## config.mk

```make
export PLATFORM = sky130hd
export DESIGN_NAME = fu_seq
export DESIGN_NICKNAME = d
export VERILOG_FILES = /design/src/rtl/fu_seq_pkg.sv /design/src/rtl/fu_seq_cnt.sv /design/src/rtl/fu_seq.sv
export SDC_FILE = /design/constraint.sdc
export NUM_CORES = 1
export LEC_CHECK = 0
export ABC_AREA = 1
export CAP_MARGIN = 10
export CORE_MARGIN = 2
export CORE_UTILIZATION = 45
export CTS_CLUSTER_DIAMETER = 50
export DETAILED_ROUTE_END_ITERATION = 10
export PLACE_DENSITY = 0.67
export RECOVER_POWER = 25
export SYNTH_ARGS = -nofsm -noshare
export SYNTH_HDL_FRONTEND = slang
export SYNTH_HIERARCHICAL = 1
export SYNTH_SLANG_ARGS = --single-unit
```

## constraint.sdc

```tcl
create_clock -name fu_seq_clk -period 2.1 [get_ports fu_seq_clk]
set_input_delay 0.42 -clock fu_seq_clk [delete_from_list [all_inputs] [get_ports fu_seq_clk]]
set_output_delay 0.42 -clock fu_seq_clk [all_outputs]
set_load 0.02 [all_outputs]
```

## src/rtl/fu_seq_pkg.sv

```systemverilog
// Shared types and helpers for the fu_seq run-sequencer.
package fu_seq_pkg;

  localparam int unsigned CNT_W_DEF = 16;

  typedef enum logic [2:0] {
    IDLE  = 3'd0,
    INIT  = 3'd1,
    RUN   = 3'd2,
    DRAIN = 3'd3,
    DONE  = 3'd4
  } state_t;

  // Adds a and b, clamping the result at max.
  function automatic logic [63:0] sat_add(input logic [63:0] a,
                                          input logic [63:0] b,
                                          input logic [63:0] max);
    logic [64:0] sum;
    sum = {1'b0, a} + {1'b0, b};
    return (sum > {1'b0, max}) ? max : sum[63:0];
  endfunction

endpackage

```

## src/rtl/fu_seq_cnt.sv

```systemverilog
// Up-counter with synchronous clear/load/enable; tc flags that the enabled increment reaches limit.
module fu_seq_cnt #(
  parameter int unsigned W = 4
) (
  input  logic         clk,
  input  logic         reset,
  input  logic         clear,
  input  logic         load,
  input  logic [W-1:0] load_val,
  input  logic         en,
  input  logic [W-1:0] limit,
  output logic [W-1:0] count,
  output logic         tc
);

  always_ff @(posedge clk) begin
    if (reset)      count <= '0;
    else if (clear) count <= '0;
    else if (load)  count <= load_val;
    else if (en)    count <= count + W'(1);
  end

  assign tc = en && ((count + W'(1)) == limit);

endmodule

```

## src/rtl/fu_seq.sv

```systemverilog
// Run-sequencer driving FU init/disable nets: INIT -> RUN -> DRAIN -> DONE.
// Optional stall-cycle counter output enabled by FU_SEQ_STALL_CNT_EN.
module fu_seq
  import fu_seq_pkg::*;
#(
  parameter int unsigned CNT_W     = CNT_W_DEF,
  parameter int unsigned INIT_CYC  = 1,
  parameter int unsigned DRAIN_LAT = 4
) (
  input  logic             fu_seq_clk,
  input  logic             fu_seq_reset,
  input  logic             fu_seq_start,
  input  logic [CNT_W-1:0] fu_seq_iter,
  input  logic             fu_seq_stall,
  input  logic             fu_seq_abort,
  output logic             fu_seq_fu_init,
  output logic             fu_seq_fu_disable,
  output logic             fu_seq_busy,
  output logic             fu_seq_done,
  output logic [CNT_W-1:0] fu_seq_iter_cnt
`ifdef FU_SEQ_STALL_CNT_EN
  ,
  output logic [CNT_W-1:0] fu_seq_stall_cnt
`endif
);

  localparam int unsigned DRAIN_W   = (DRAIN_LAT < 2) ? 1 : $clog2(DRAIN_LAT + 1);
  localparam state_t      AFTER_RUN = (DRAIN_LAT != 0) ? DRAIN : DONE;

  state_t             state, nxt;
  logic [CNT_W-1:0]   iter_q;
  logic               init_q, busy_q, done_q, gate_q;
  logic               accept;
  logic               init_en, iter_en, drain_en;
  logic               init_tc, iter_tc, drain_tc;
  logic [3:0]         init_count;
  logic [DRAIN_W-1:0] drain_count;
  logic               unused_counts;

  assign accept   = (state == IDLE) && fu_seq_start && !fu_seq_abort;
  assign init_en  = (state == INIT) && !fu_seq_abort;
  assign iter_en  = (state == RUN) && !fu_seq_stall && !fu_seq_abort;
  assign drain_en = (state == DRAIN) && !fu_seq_stall && !fu_seq_abort;

  fu_seq_cnt #(.W(4)) u_init_cnt (
    .clk      (fu_seq_clk),
    .reset    (fu_seq_reset),
    .clear    (accept),
    .load     (1'b0),
    .load_val ('0),
    .en       (init_en),
    .limit    (4'(INIT_CYC)),
    .count    (init_count),
    .tc       (init_tc)
  );

  fu_seq_cnt #(.W(CNT_W)) u_iter_cnt (
    .clk      (fu_seq_clk),
    .reset    (fu_seq_reset),
    .clear    (accept),
    .load     (1'b0),
    .load_val ('0),
    .en       (iter_en),
    .limit    (iter_q),
    .count    (fu_seq_iter_cnt),
    .tc       (iter_tc)
  );

  fu_seq_cnt #(.W(DRAIN_W)) u_drain_cnt (
    .clk      (fu_seq_clk),
    .reset    (fu_seq_reset),
    .clear    (accept),
    .load     (1'b0),
    .load_val ('0),
    .en       (drain_en),
    .limit    (DRAIN_W'(DRAIN_LAT)),
    .count    (drain_count),
    .tc       (drain_tc)
  );

  assign unused_counts = ^{init_count, drain_count};

  always_comb begin
    nxt = state;
    if (fu_seq_abort) begin
      nxt = IDLE;
    end else begin
      case (state)
        IDLE:    if (fu_seq_start) nxt = INIT;
        INIT:    if (init_tc) nxt = (iter_q != '0) ? RUN : AFTER_RUN;
        RUN:     if (iter_tc) nxt = AFTER_RUN;
        DRAIN:   if (drain_tc) nxt = DONE;
        DONE:    nxt = IDLE;
        default: nxt = IDLE;
      endcase
    end
  end

  // Outputs are registered from the next state so they line up with the state register.
  always_ff @(posedge fu_seq_clk) begin
    if (fu_seq_reset) begin
      state  <= IDLE;
      iter_q <= '0;
      init_q <= 1'b0;
      busy_q <= 1'b0;
      done_q <= 1'b0;
      gate_q <= 1'b0;
    end else begin
      state  <= nxt;
      if (accept) iter_q <= fu_seq_iter;
      init_q <= (nxt == INIT);
      busy_q <= (nxt != IDLE);
      done_q <= (nxt == DONE);
      gate_q <= (nxt == RUN) || (nxt == DRAIN);
    end
  end

  assign fu_seq_fu_init    = init_q;
  assign fu_seq_busy       = busy_q;
  assign fu_seq_done       = done_q;
  // In RUN/DRAIN the stall input freezes the FUs without a cycle of delay.
  assign fu_seq_fu_disable = gate_q ? fu_seq_stall : 1'b1;

`ifdef FU_SEQ_STALL_CNT_EN
  logic [CNT_W-1:0] stall_cnt_q;

  always_ff @(posedge fu_seq_clk) begin
    if (fu_seq_reset) begin
      stall_cnt_q <= '0;
    end else if (accept) begin
      stall_cnt_q <= '0;
    end else if (gate_q && fu_seq_stall && !fu_seq_abort) begin
      stall_cnt_q <= CNT_W'(sat_add(64'(stall_cnt_q), 64'd1, 64'({CNT_W{1'b1}})));
    end
  end

  assign fu_seq_stall_cnt = stall_cnt_q;
`endif

endmodule

```

==> Word-level counts from Yosys, hierarchy flattened <==
Index checks and enable logic that the tools add are counted.
{ "word_totals": {"ff_bits": 46, "wordCells": 47, "output_inout_bits": 20} }
{ "classes": {"eq_ne": 10, "add_sub_neg": 3, "muxes": 8, "reduce_logical": 17} }
{ "op_table": {"columns": ["op", "count"], "rows": [
  ["16-bit by 1-bit adder with 16-bit output (second input constant)", 1],
  ["16-bit equality test", 1],
  ["16-bit nonzero test", 1],
  ["3-bit 2-to-1 mux", 5],
  ["3-bit by 2-bit equality test with 1-bit output (second input constant)", 4],
  ["3-bit case mux with 4 select lines", 1],
  ["1-bit logical AND", 10],
  ["3-bit by 1-bit equality test with 1-bit output (second input constant)", 2],
  ["3-bit equality test (second input constant)", 2],
  ["4-bit by 1-bit adder with 4-bit output (second input constant)", 1],
  ["4-bit by 1-bit equality test with 1-bit output (second input constant)", 1],
  ["3-bit by 1-bit adder with 3-bit output (second input constant)", 1],
  ["3-bit zero test", 1],
  ["3-bit nonzero test", 1],
  ["1-bit zero test", 2],
  ["1-bit 2-to-1 mux", 2],
  ["2-bit OR reduction", 1],
  ["1-bit logical OR", 1]
]} }

==> Logic depth before layout (Yosys ltp) <==
Gate-level depths: netlist of the first run.
{ "depth": {"word_depth": 9, "ltp_mapped": 18, "mapped_depth_nobuf": 18} }

==> By module <==
Netlist of the first run, hierarchy kept.
{ "modules_own_cells": {"columns": ["mod", "seq_area_each_um2", "instances", "cells_each", "area_each_um2"], "rows": [
  ["fu_seq_cnt at u_iter_cnt", 320.3, 1, 254, 1420.1],
  ["fu_seq", 460.4, 1, 135, 1029.7],
  ["fu_seq_cnt at u_init_cnt", 80.1, 1, 58, 330.3],
  ["fu_seq_cnt at u_drain_cnt", 60.1, 1, 44, 241.5]
]} }

==> Worst setup path before layout of the first run <==
No wires, ideal clock.
{ "synth_timing": {"kind": "flip-flop to flip-flop", "from": "register u_iter_cnt.count[0]", "to": "register init_q (netlist: fu_seq_fu_init)", "path_slack_ns": 0.030, "t_arrival_ns": 2.005, "path_stages_with_launch": 19, "required_ns": 2.035, "path_cell_list": "dfxtp_1 > ha_1 > nand2_2 > nor2_4 > nand2_4 > nor2_2 > nand2_2 > nand2_1 > nand2_1 > nand2_1 > nand2_1 > nor2_1 > nand2_1 > nor2_2 > nand4_1 > o211a_1 > nand2_1 > nand3_1 > nor2_1"} }
{ "synth_between": {"elab_chain_len": 7} }
{ "synth_lines": {"columns": ["item", "line", "source"], "rows": [
  ["start, declared", "fu_seq_cnt.sv:12", "output logic [W-1:0] count,"],
  ["start signal, assigned", "fu_seq_cnt.sv:19", "else if (load) count <= load_val;"],
  ["start signal, assigned", "fu_seq_cnt.sv:20", "else if (en) count <= count + W'(1);"],
  ["16-bit by 1-bit adder with 16-bit output", "fu_seq_cnt.sv:23", "assign tc = en && ((count + W'(1)) == limit);"],
  ["16-bit equality test", "fu_seq_cnt.sv:23", null],
  ["1-bit logical AND", "fu_seq_cnt.sv:23", null],
  ["via iter_tc", "fu_seq.sv:35", "logic init_tc, iter_tc, drain_tc;"],
  ["3-bit 2-to-1 mux", "fu_seq.sv:91", "RUN: if (iter_tc) nxt = AFTER_RUN;"],
  ["3-bit case mux with 4 select lines", "fu_seq.sv:88", "case (state)"],
  ["3-bit 2-to-1 mux", "fu_seq.sv:85", "if (fu_seq_abort) begin"],
  ["3-bit by 1-bit equality test with 1-bit output", "fu_seq.sv:111", "init_q <= (nxt == INIT);"],
  ["end signal, assigned", "fu_seq.sv:111", null],
  ["end, declared", "fu_seq.sv:32", "logic init_q, busy_q, done_q, gate_q;"]
]} }
The timed path passes the listed nets, and every way through them passes these cells.
A chain may end at the register's enable or synchronous reset.

==> Worst setup path after layout of the first run <==
Ends and elaborated chain as after synthesis.

==> impl_metrics.env, run 1 <==
export IMPL_ys_seq_elements=46
export IMPL_drt_iter0_markers=132
export IMPL_utilization=0.638
export IMPL_drive_gt1_frac=0.177
export IMPL_swShare=0.308
export IMPL_synth_top_family_by_area="simple AND/OR/NAND/NOR gates"
export IMPL_synth_top_area_frac=0.305
export IMPL_synth_cell_types=39
export IMPL_final_cells=688
export IMPL_grt_first_pass_wirelength_mm=13.5
export IMPL_fin_area_um2=4100
export IMPL_reg2reg_slack_ps=30
export IMPL_viasPerCell=4.77
export IMPL_die_h_um=85.9
export IMPL_async_reset_ff_frac=0
export IMPL_synthCells=491
export IMPL_critPathLaunch="u_iter_cnt/count[0]"
export IMPL_cp_start_kind="flop"
export IMPL_cts_clk_slew_worst_paths_ps=90
export IMPL_n_antenna_cell=0
export IMPL_io_pins=41
export IMPL_hold_viol_final=0
export IMPL_synthAdderAreaFrac=0.0124
export IMPL_fin_skew_ps=10.2
export IMPL_slew_headroom=0.235
export IMPL_hold_ws_ps=507
export IMPL_total_power_mw=1.93
export IMPL_fin_crit_sh=0.986
export IMPL_wl_met1_mm=3.64
export IMPL_synth_area_top_cells="dfxtp_1, nand2_1, inv_1, nand3_1, nor2_1"
export IMPL_r2r_end="fu_seq_fu_init"
export IMPL_layout_nets=634
export IMPL_hold_path_class="flop to flop"
export IMPL_cp_data_arrival_time_ps=2310
export IMPL_internal_power_mw=1.33
export IMPL_clockRootBuffer="clkbuf_8"
export IMPL_cts_tree="built"
export IMPL_grt_max_degree=19
export IMPL_reg2reg_from="u_iter_cnt/count[0]"
export IMPL_p_leak_nw=1.84
export IMPL_setup_tns_ps=0
export IMPL_finalCriticalPeriod_ps=2070
export IMPL_h_tree_depth=2
export IMPL_drtAntennaViolNets=0
export IMPL_tightest_slew_ps=1140
export IMPL_yosysSeqAreaShare=0.305
export IMPL_hp_start="iter_q[12]"
export IMPL_clk_latency_ps=310
export IMPL_setup_violations=0
export IMPL_finalWeightedCongestion=0.871
export IMPL_drc=0
export IMPL_path_class="flop to flop"
export IMPL_maxCapViolCount=0
export IMPL_cp_end_kind="flop"
export IMPL_wl_per_cell_um=11.5
export IMPL_core_um2=6420
export IMPL_dp_hpwl_mm=5.89
export IMPL_yosys_area_top_type="dfxtp_1"
export IMPL_die_area_um2=7390
export IMPL_syn_cell_area_um2=3020
export IMPL_synth_edf_count=0
export IMPL_synth_simple_area_share=0.439
export IMPL_ys_flop_type="dfxtp_1"
export IMPL_grt_pass1_vias=3069
export IMPL_fmax_ghz=0.483
export IMPL_worst_slack_ps=29.0
export IMPL_route_met3_wl_um=257
export IMPL_synth_mux_area_frac=0
export IMPL_drt_first_pass_iters=4
export IMPL_crit_path_max_fanout=5
export IMPL_fillers=598
export IMPL_hold_end="iter_q[12]"
export IMPL_portBuffers=40
export IMPL_syn_to_final_growth_pct=35.6
export IMPL_p_comb_frac=0.209
export IMPL_p_clk_frac=0.292
export IMPL_highest_layer="met4"
export IMPL_vias=3280
export IMPL_synth_avg_cell_area_um2=6.15
export IMPL_place_inst=671
export IMPL_wirelength_mm=7.91
export IMPL_initial_core_util=0.470
export IMPL_grt_usage=0.222
export IMPL_cts_buffers=5
export IMPL_p_per_area_nw_per_um2=471
export IMPL_outcome="complete, no violations"
export IMPL_drv_slew=0
export IMPL_grt_ovfl_total=0
export IMPL_clock_path_buffers=2
export IMPL_seqPwrFrac=0.499
export IMPL_synth_compound_area_share=0.117
export IMPL_post_place_ws_ps=-461
export IMPL_dpl_cell_area_um2=3860
export IMPL_antenna_found_initial=0
export IMPL_die_w_um=85.9
export IMPL_r2r_worst_path_cells=15
export IMPL_synthXorXnorAreaFrac=0.0161
export IMPL_yosysWarnings=6
export IMPL_whs_path_depth=2
export IMPL_p_sw_mw=0.595
export IMPL_placementRows=29
export IMPL_vdd_ir_drop_max_mv=0.270
export IMPL_rsz0062_at_grt="yes"
export IMPL_worstPathRequired_ps=2340
export IMPL_wl_met2_mm=3.94
export IMPL_cts_sinks=46
-- Yosys cell counts, types with 5 or more instances --
library cell / n
nor2_2: 7
nand2_1: 175
nand3b_1: 5
a31oi_1: 11
nand4_1: 6
a21oi_2: 9
nor3_1: 5
nand3_1: 41
nand2_2: 12
a22oi_1: 5
dfxtp_1: 46
inv_1: 67
nor2_1: 47
a21oi_1: 16
-- flip-flops by register name, summed over array words and instances, names as in the netlist --
signal,cells
u_drain_cnt/count,3
fu_seq_busy,1
gate_q,1
u_iter_cnt/count,16
state,3
u_init_cnt/count,4
fu_seq_done,1
iter_q,16
fu_seq_fu_init,1
-- area by class of cell --
class / instances / area [um^2] / area share
flip-flops and latches: 46 / 933 / 0.228
multi-input cells: 407 / 2010 / 0.490
inverters: 70 / 264 / 0.0644
clock buffers: 6 / 72.6 / 0.0177
clock inverters: 2 / 13.8 / 0.00336
well taps: 77 / 96.3 / 0.0235
repair buffers: 80 / 709 / 0.173
-- worst max-delay path by stage --
| stage | end | depth (start not counted) |
|---|---|---|
| 3_3_place_gp | fu_seq_fu_init | 17 |
| 5_1_grt | fu_seq_fu_init | 15 |
| 3_5_place_dp | fu_seq_fu_init | 17 |
| 2_1_floorplan | fu_seq_fu_init | 18 |
| 4_1_cts | fu_seq_fu_init | 16 |
| 6_report | fu_seq_fu_init | 15 |
-- power groups by stage --
stage                     combinational, mW  clock (mW)  sequential [mW]
after floorplan                       0.225           0            0.992
after global placement                0.385           0            0.978
after detailed placement              0.391           0            0.980
after CTS                             0.396       0.578            0.960
after global routing                  0.455       0.630            0.971
final                                 0.403       0.563            0.963
-- critical path, stage by stage, from the launching register on --
cell	delay, ps
dfxtp_2	360
buf_4	140
nand3_1	100
buf_4	160
nor2_1	150
nand4_1	150
nand3_1	120
nand2_1	60
nor2_1	80
nand3_1	120
nor2_2	120
nand4_1	70
o211a_1	120
nand2_2	60
nand3_2	70
nor2_1	110
-- cells by family (layout without fill, tap and decap cells) --
family	after synthesis	in the layout
xor+xnor	4	4
fa+ha+maj	3	3
simple gates	304	304
buf+inv	80	158
flops	46	46
compound gates	52	52
other cells	2	44
-- per-layer routing --
layer,GRT usage,up-vias
li1,-,1741
met1,0.283,1477
met2,0.391,56
met3,0.0346,6
met4,0.0491,0
met5,0,-
-- placed cells by master, fill, tap and decap left out, types with 2 or more instances in the layout --
master,count
a21oi_1,17
a21oi_2,8
a22oi_1,5
a31oi_1,11
buf_4,38
clkbuf_1,2
clkbuf_8,5
clkdlybuf4s50_1,36
conb_1,44
dfxtp_1,36
dfxtp_2,10
dlygate4sd2_1,2
ha_1,2
inv_1,67
inv_2,2
nand2_1,171
nand2_2,15
nand2_4,2
nand3_1,38
nand3_2,3
nand3b_1,5
nand4_1,6
nor2_1,45
nor2_2,7
nor2_4,5
nor3_1,3
nor3_4,2
o21ai_1,2
o21bai_2,2
xnor2_1,3
-- what timing repair did --
item	in CTS	in global routing
setup endpoints to repair	4	13
resized for setup	10	23
hold endpoints to repair	0	0
setup buffers	2	7
hold buffers	0	0
pin swaps	5	18
Power figures use the tool's default switching activity.
==> inputs of run 2 (changes only) <==
Settings changed: PLACE_DENSITY 0.67 to 0.69, SYNTH_HIERARCHICAL 1 to default.
==> impl_metrics.env, run 2 <==
export IMPL_outcome="complete, no violations"
export IMPL_ys_flop_type="dfxtp_1"
export IMPL_crit_path_max_fanout=2
export IMPL_die_h_um=78.7
export IMPL_tightest_slew_ps=661
export IMPL_hold_ws_ps=493
export IMPL_grt_first_pass_wirelength_mm=9.84
export IMPL_die_area_um2=6200
export IMPL_layout_nets=448
export IMPL_async_reset_ff_frac=0
export IMPL_grt_util_met1=0.271
export IMPL_synth_compound_area_share=0.156
export IMPL_p_leak_nw=1.34
export IMPL_setup_violations=0
export IMPL_wirelength_mm=6.02
export IMPL_cp_start_kind="input port"
export IMPL_yosysSeqAreaShare=0.366
export IMPL_synth_nets=398
export IMPL_rsz0062_at_grt="no"
export IMPL_synth_mux_area_frac=0
export IMPL_finalWeightedCongestion=0.858
export IMPL_syn_to_final_growth_pct=26.6
export IMPL_vias=2430
export IMPL_clock_path_buffers=2
export IMPL_reg_largest_list="iter_q (16), u_iter_cnt.count (16), u_init_cnt.count (4)"
export IMPL_maxCapViolCount=0
export IMPL_cpPeakStageDelay_ps=600
export IMPL_synthAdderAreaFrac=0.0249
export IMPL_utilization=0.585
export IMPL_portBuffers=40
export IMPL_io_pins=41
export IMPL_vdd_ir_drop_max_mv=0.471
export IMPL_path_class="input port to output port"
export IMPL_fillers=544
export IMPL_cts_tree="built"
export IMPL_drt_first_pass_iters=4
export IMPL_synth_simple_area_share=0.310
export IMPL_busiest_layer="met2"
export IMPL_yosysWarnings=0
export IMPL_slew_headroom=0.559
export IMPL_cts_clk_slew_worst_paths_ps=90
export IMPL_n_antenna_cell=0
export IMPL_synth_area_top_cells="dfxtp_1, nand2_1, inv_1, a21oi_1, o21ai_0"
export IMPL_grt_pass1_vias=2186
export IMPL_cts_sinks=46
export IMPL_met3_usage=0.0284
export IMPL_cp_end_kind="output port"
export IMPL_ctsHoldBuffers=0
export IMPL_grt_ovfl_total=0
export IMPL_cp_data_arrival_time_ps=1570
export IMPL_synth_edf_count=0
export IMPL_hold_viol_final=0
export IMPL_antenna_found_initial=0
export IMPL_setup_tns_ps=0
export IMPL_viasPerCell=4.91
export IMPL_wl_per_cell_um=12.2
export IMPL_syn_cell_area_um2=2510
export IMPL_worstPathRequired_ps=1680
export IMPL_p_per_area_nw_per_um2=566
export IMPL_synth_cell_types=24
export IMPL_fin_skew_ps=10.4
export IMPL_yosys_top_cells_count="nand2_1, inv_1, dfxtp_1"
export IMPL_hold_path_class="flop to flop"
export IMPL_crit_top_cell="clkdlybuf4s50_1"
export IMPL_synth_avg_cell_area_um2=6.76
export IMPL_synthMostInstantiatedCell="nand2_1"
export IMPL_clk_latency_ps=300
export IMPL_cp_top_family="buffers and inverters"
export IMPL_grtUsageMet2=0.333
export IMPL_synth_top_family_by_area="simple AND/OR/NAND/NOR gates"
export IMPL_grt_max_degree=33
export IMPL_core_um2=5440
export IMPL_mostFrequentLayoutCells="nand2_1, inv_1, dfxtp_1"
export IMPL_fmax_ghz=0.503
export IMPL_crit_slowest_cell="clkdlybuf4s50_1"
export IMPL_yosys_area_top_type="dfxtp_1"
export IMPL_place_inst=484
export IMPL_finalCriticalPeriod_ps=1990
export IMPL_synthCells=372
export IMPL_placementRows=27
export IMPL_grt_usage=0.200
export IMPL_drv_slew=0
export IMPL_drc=0
export IMPL_worstPathCellList="clkdlybuf4s50_1 > inv_1 > nand2_1 > clkdlybuf4s50_1"
export IMPL_fin_crit_sh=0.946
export IMPL_drtAntennaViolNets=0
export IMPL_cp_buffers_inverters=3
export IMPL_cts_buffers=5
export IMPL_initial_core_util=0.462
export IMPL_die_w_um=78.7
export IMPL_final_cells=495
export IMPL_h_tree_depth=2
export IMPL_drive_gt1_frac=0.0946
export IMPL_dp_hpwl_mm=4.65
export IMPL_layout_cells_most_common="nand2_1"
export IMPL_synth_top_area_frac=0.366
export IMPL_clockRootBuffer="clkbuf_8"
export IMPL_synthXorXnorAreaFrac=0.0423
export IMPL_ys_seq_elements=46
export IMPL_drt_iter0_markers=177
[run 2: area by class of cell]
class,count,area [um^2],area share
Sequential cell,46,923,0.290
Inverter,59,221,0.0696
Tap cell,72,90.1,0.0283
Timing Repair Buffer,51,477,0.150
Clock buffer,5,68.8,0.0216
Multi-Input combinational cell,259,1360,0.427
Clock inverter,3,43.8,0.0138
[run 2: metrics by stage]
| stage | power (mW) | worst slack (ps) | area [um^2] |
|---|---|---|---|
| global route | 1.87 | 9.20 | 3180 |
| detailed placement | 1.15 | -6.89 | 3030 |
| CTS | 1.81 | 109 | 3150 |
| floorplan | 1.06 | 300 | 2510 |
| global placement | 1.14 | 79.6 | 3030 |
| finish | 1.80 | 113 | 3180 |
[run 2: worst paths after layout]
kind / startpoint / end / slack, ps / depth (start not counted)
setup / recovery: fu_seq_stall / fu_seq_fu_disable / 110 / 4
hold / removal: iter_q[13] / iter_q[13] / 490 / 2
setup reg to reg: u_iter_cnt.count[0] / fu_seq_fu_init / 180 / 16
hold reg to reg: iter_q[13] / iter_q[13] / 490 / 2
[run 2: worst reg2reg max path, cell delays in order (launching register included)]
cell and delay, ps:
dfxtp_1 380, ha_4 170, nand2_2 70, nor2_4 210, buf_4 150, nand3_2 60
nand2_1 90, nand2_1 70, nand2_1 60, nand2_1 40, nor2_1 100, nand2_1 80
nor2_1 90, nand2_1 60, nand2_1 70, nand3_2 80, nor2_2 90
[run 2: report_power, final]
group / leakage [nW] / total [mW] / internal [mW] / switching, mW
clock network: 0.0585 / 0.677 / 0.357 / 0.320
logic: 0.902 / 0.198 / 0.0924 / 0.106
registers: 0.375 / 0.926 / 0.901 / 0.0244
[run 2: layer usage]
layer	vias up	part of all wire
li1	1299	-
met1	1065	0.50
met2	62	0.45
met3	4	0.046
met4	0	0.0076
met5	-	0
[run 2: repair_timing]
| action | CTS | global route |
|---|---|---|
| setup endpoints to repair | 0 | 3 |
| resized for setup | 0 | 5 |
| buffers inserted | 0 | 3 |
[run 2: kinds of logic (layout without fill, tap and decap cells)]
family	Yosys count	after routing
AO/OA/AOI/OAI	76	76
XOR/XNOR	9	9
adder cells (fa/ha/maj)	5	5
buffers and inverters	67	118
flip-flops	46	46
AND/OR/NAND/NOR	169	169
==> inputs of run 3 (changes only) <==
Settings changed: SETUP_SLACK_MARGIN from default to 0.1.
==> impl_metrics.env, run 3 (synthesis gave the netlist of run 2 again) <==
export IMPL_portBuffers=40
export IMPL_crit_slowest_cell="dlygate4sd3_1"
export IMPL_cp_end_kind="flop"
export IMPL_grt_pass1_vias=2186
export IMPL_initial_core_util=0.462
export IMPL_cp_start_kind="input port"
export IMPL_crit_path_max_fanout=10
export IMPL_vdd_ir_drop_max_mv=0.471
export IMPL_drtAntennaViolNets=0
export IMPL_cp_buffers_inverters=4
export IMPL_vias=2454
export IMPL_wl_per_cell_um=12.2
export IMPL_p_clk_frac=0.376
export IMPL_crit_top_cell="inv_1"
export IMPL_die_w_um=78.7
export IMPL_drc=0
export IMPL_clock_path_buffers=2
export IMPL_maxCapViolCount=0
export IMPL_syn_to_final_growth_pct=27.4
export IMPL_path_class="input port to flop"
export IMPL_worstPathRequired_ps=2290
export IMPL_highest_layer="met4"
export IMPL_die_area_um2=6200
export IMPL_clockRootBuffer="clkbuf_8"
export IMPL_wirelength_mm=6.06
export IMPL_finalWeightedCongestion=0.858
export IMPL_cts_tree="built"
export IMPL_p_leak_nw=1.34
export IMPL_drive_gt1_frac=0.101
export IMPL_worstPathCellList="dlygate4sd3_1 > inv_1 > nor2_1 > nand3_1 > nand2_1 > clkbuf_1 > a21oi_1 > o21ai_0 > inv_1"
export IMPL_hold_viol_final=0
export IMPL_grt_first_pass_wirelength_mm=9.84
export IMPL_seqPwrFrac=0.514
export IMPL_grt_usage=0.200
export IMPL_cts_sinks=46
export IMPL_setup_tns_ps=0
export IMPL_clk_latency_ps=300
export IMPL_fin_crit_sh=0.906
export IMPL_mostFrequentLayoutCells="nand2_1, inv_1, dfxtp_1"
export IMPL_setup_violations=0
export IMPL_total_power_mw=1.80
export IMPL_internal_power_mw=1.35
export IMPL_reg_largest_list="iter_q (16), u_iter_cnt.count (16), u_init_cnt.count (4)"
export IMPL_h_tree_depth=2
export IMPL_grt_max_degree=33
export IMPL_utilization=0.589
export IMPL_drt_iter0_markers=176
export IMPL_dp_hpwl_mm=4.65
export IMPL_finalCriticalPeriod_ps=1900
export IMPL_tightest_slew_ps=666
export IMPL_hold_path_class="flop to flop"
export IMPL_cp_data_arrival_time_ps=2100
export IMPL_p_per_area_nw_per_um2=562
export IMPL_n_antenna_cell=0
export IMPL_route_met3_wl_um=271
export IMPL_p_comb_frac=0.110
export IMPL_outcome="complete, no violations"
export IMPL_io_pins=41
export IMPL_slew_headroom=0.556
export IMPL_cpPeakStageDelay_ps=520
export IMPL_wl_met1_mm=3.04
export IMPL_fillers=545
export IMPL_cts_clk_slew_worst_paths_ps=90
export IMPL_hold_ws_ps=493
export IMPL_layout_cells_most_common="nand2_1"
export IMPL_cts_buffers=5
export IMPL_cp_top_family="buffers and inverters"
export IMPL_layout_nets=449
export IMPL_antenna_found_initial=0
export IMPL_core_um2=5440
export IMPL_wl_met2_mm=2.71
export IMPL_fin_skew_ps=11.4
export IMPL_viasPerCell=4.95
export IMPL_die_h_um=78.7
export IMPL_swShare=0.250
export IMPL_grt_ovfl_total=0
export IMPL_reg2reg_slack_ps=210
export IMPL_rsz0062_at_grt="yes"
export IMPL_placementRows=27
export IMPL_drt_first_pass_iters=4
export IMPL_p_sw_mw=0.450
export IMPL_drv_slew=0
export IMPL_fmax_ghz=0.525
[run 3: area by class of cell]
cell class / instances / area [um^2] / share of cell area
clock buffers: 5 / 68.8 / 0.0215
clock inverters: 3 / 43.8 / 0.0137
inverters: 59 / 221 / 0.0692
multi-input cells: 259 / 1360 / 0.426
flip-flops and latches: 46 / 927 / 0.290
well taps: 72 / 90.1 / 0.0281
repair buffers: 52 / 487 / 0.152
[run 3: path summary, 6_finish.rpt]
check                      startpoint                  end  cells past startpoint
setup / recovery         fu_seq_start  u_iter_cnt.count[7]                      9
hold / removal             iter_q[13]           iter_q[13]                      2
setup reg to reg  u_iter_cnt.count[0]       fu_seq_fu_init                     16
hold reg to reg            iter_q[13]           iter_q[13]                      2
[run 3: timing repair]
item | in CTS | in global routing
hold buffers | 0 | 0
setup buffers | 0 | 4
resized for setup | 0 | 10
setup endpoints to repair | 0 | 4
hold endpoints to repair | 0 | 0
[run 3: power by group through the flow]
stage	clock network (mW)	registers, mW	logic (mW)
final	0.677	0.925	0.198
after global routing	0.719	0.930	0.223
after CTS	0.689	0.925	0.200
after detailed placement	0	0.945	0.200
after global placement	0	0.945	0.197
after floorplan	0	0.943	0.115
[run 3: per-layer routing]
| metal | vias up | GRT usage |
|---|---|---|
| met1 | 1092 | 0.271 |
| li1 | 1302 | - |
| met5 | - | 0 |
| met4 | 0 | 0.0544 |
| met3 | 2 | 0.0284 |
| met2 | 58 | 0.333 |
[run 3: through the flow]
stage	cell area [um^2]	setup WS [ps]	instances
after CTS	3150	109	492
after global placement	3030	79.6	484
after global routing	3200	61.9	496
after floorplan	2510	300	372
after detailed placement	3030	-6.89	484
final	3200	196	496
[run 3: worst reg2reg max path, stage by stage, from the launching register on]
cell and delay [ps]:
dfxtp_2 360, ha_4 150, nand2_2 70, nor2_4 210, buf_4 150, nand3_2 60, nand2_1 90, nand2_1 70
nand2_1 60, nand2_1 40, nor2_1 100, nand2_1 90, nor2_1 90, nand2_1 60, nand2_1 70, nand3_2 80
nor2_2 90
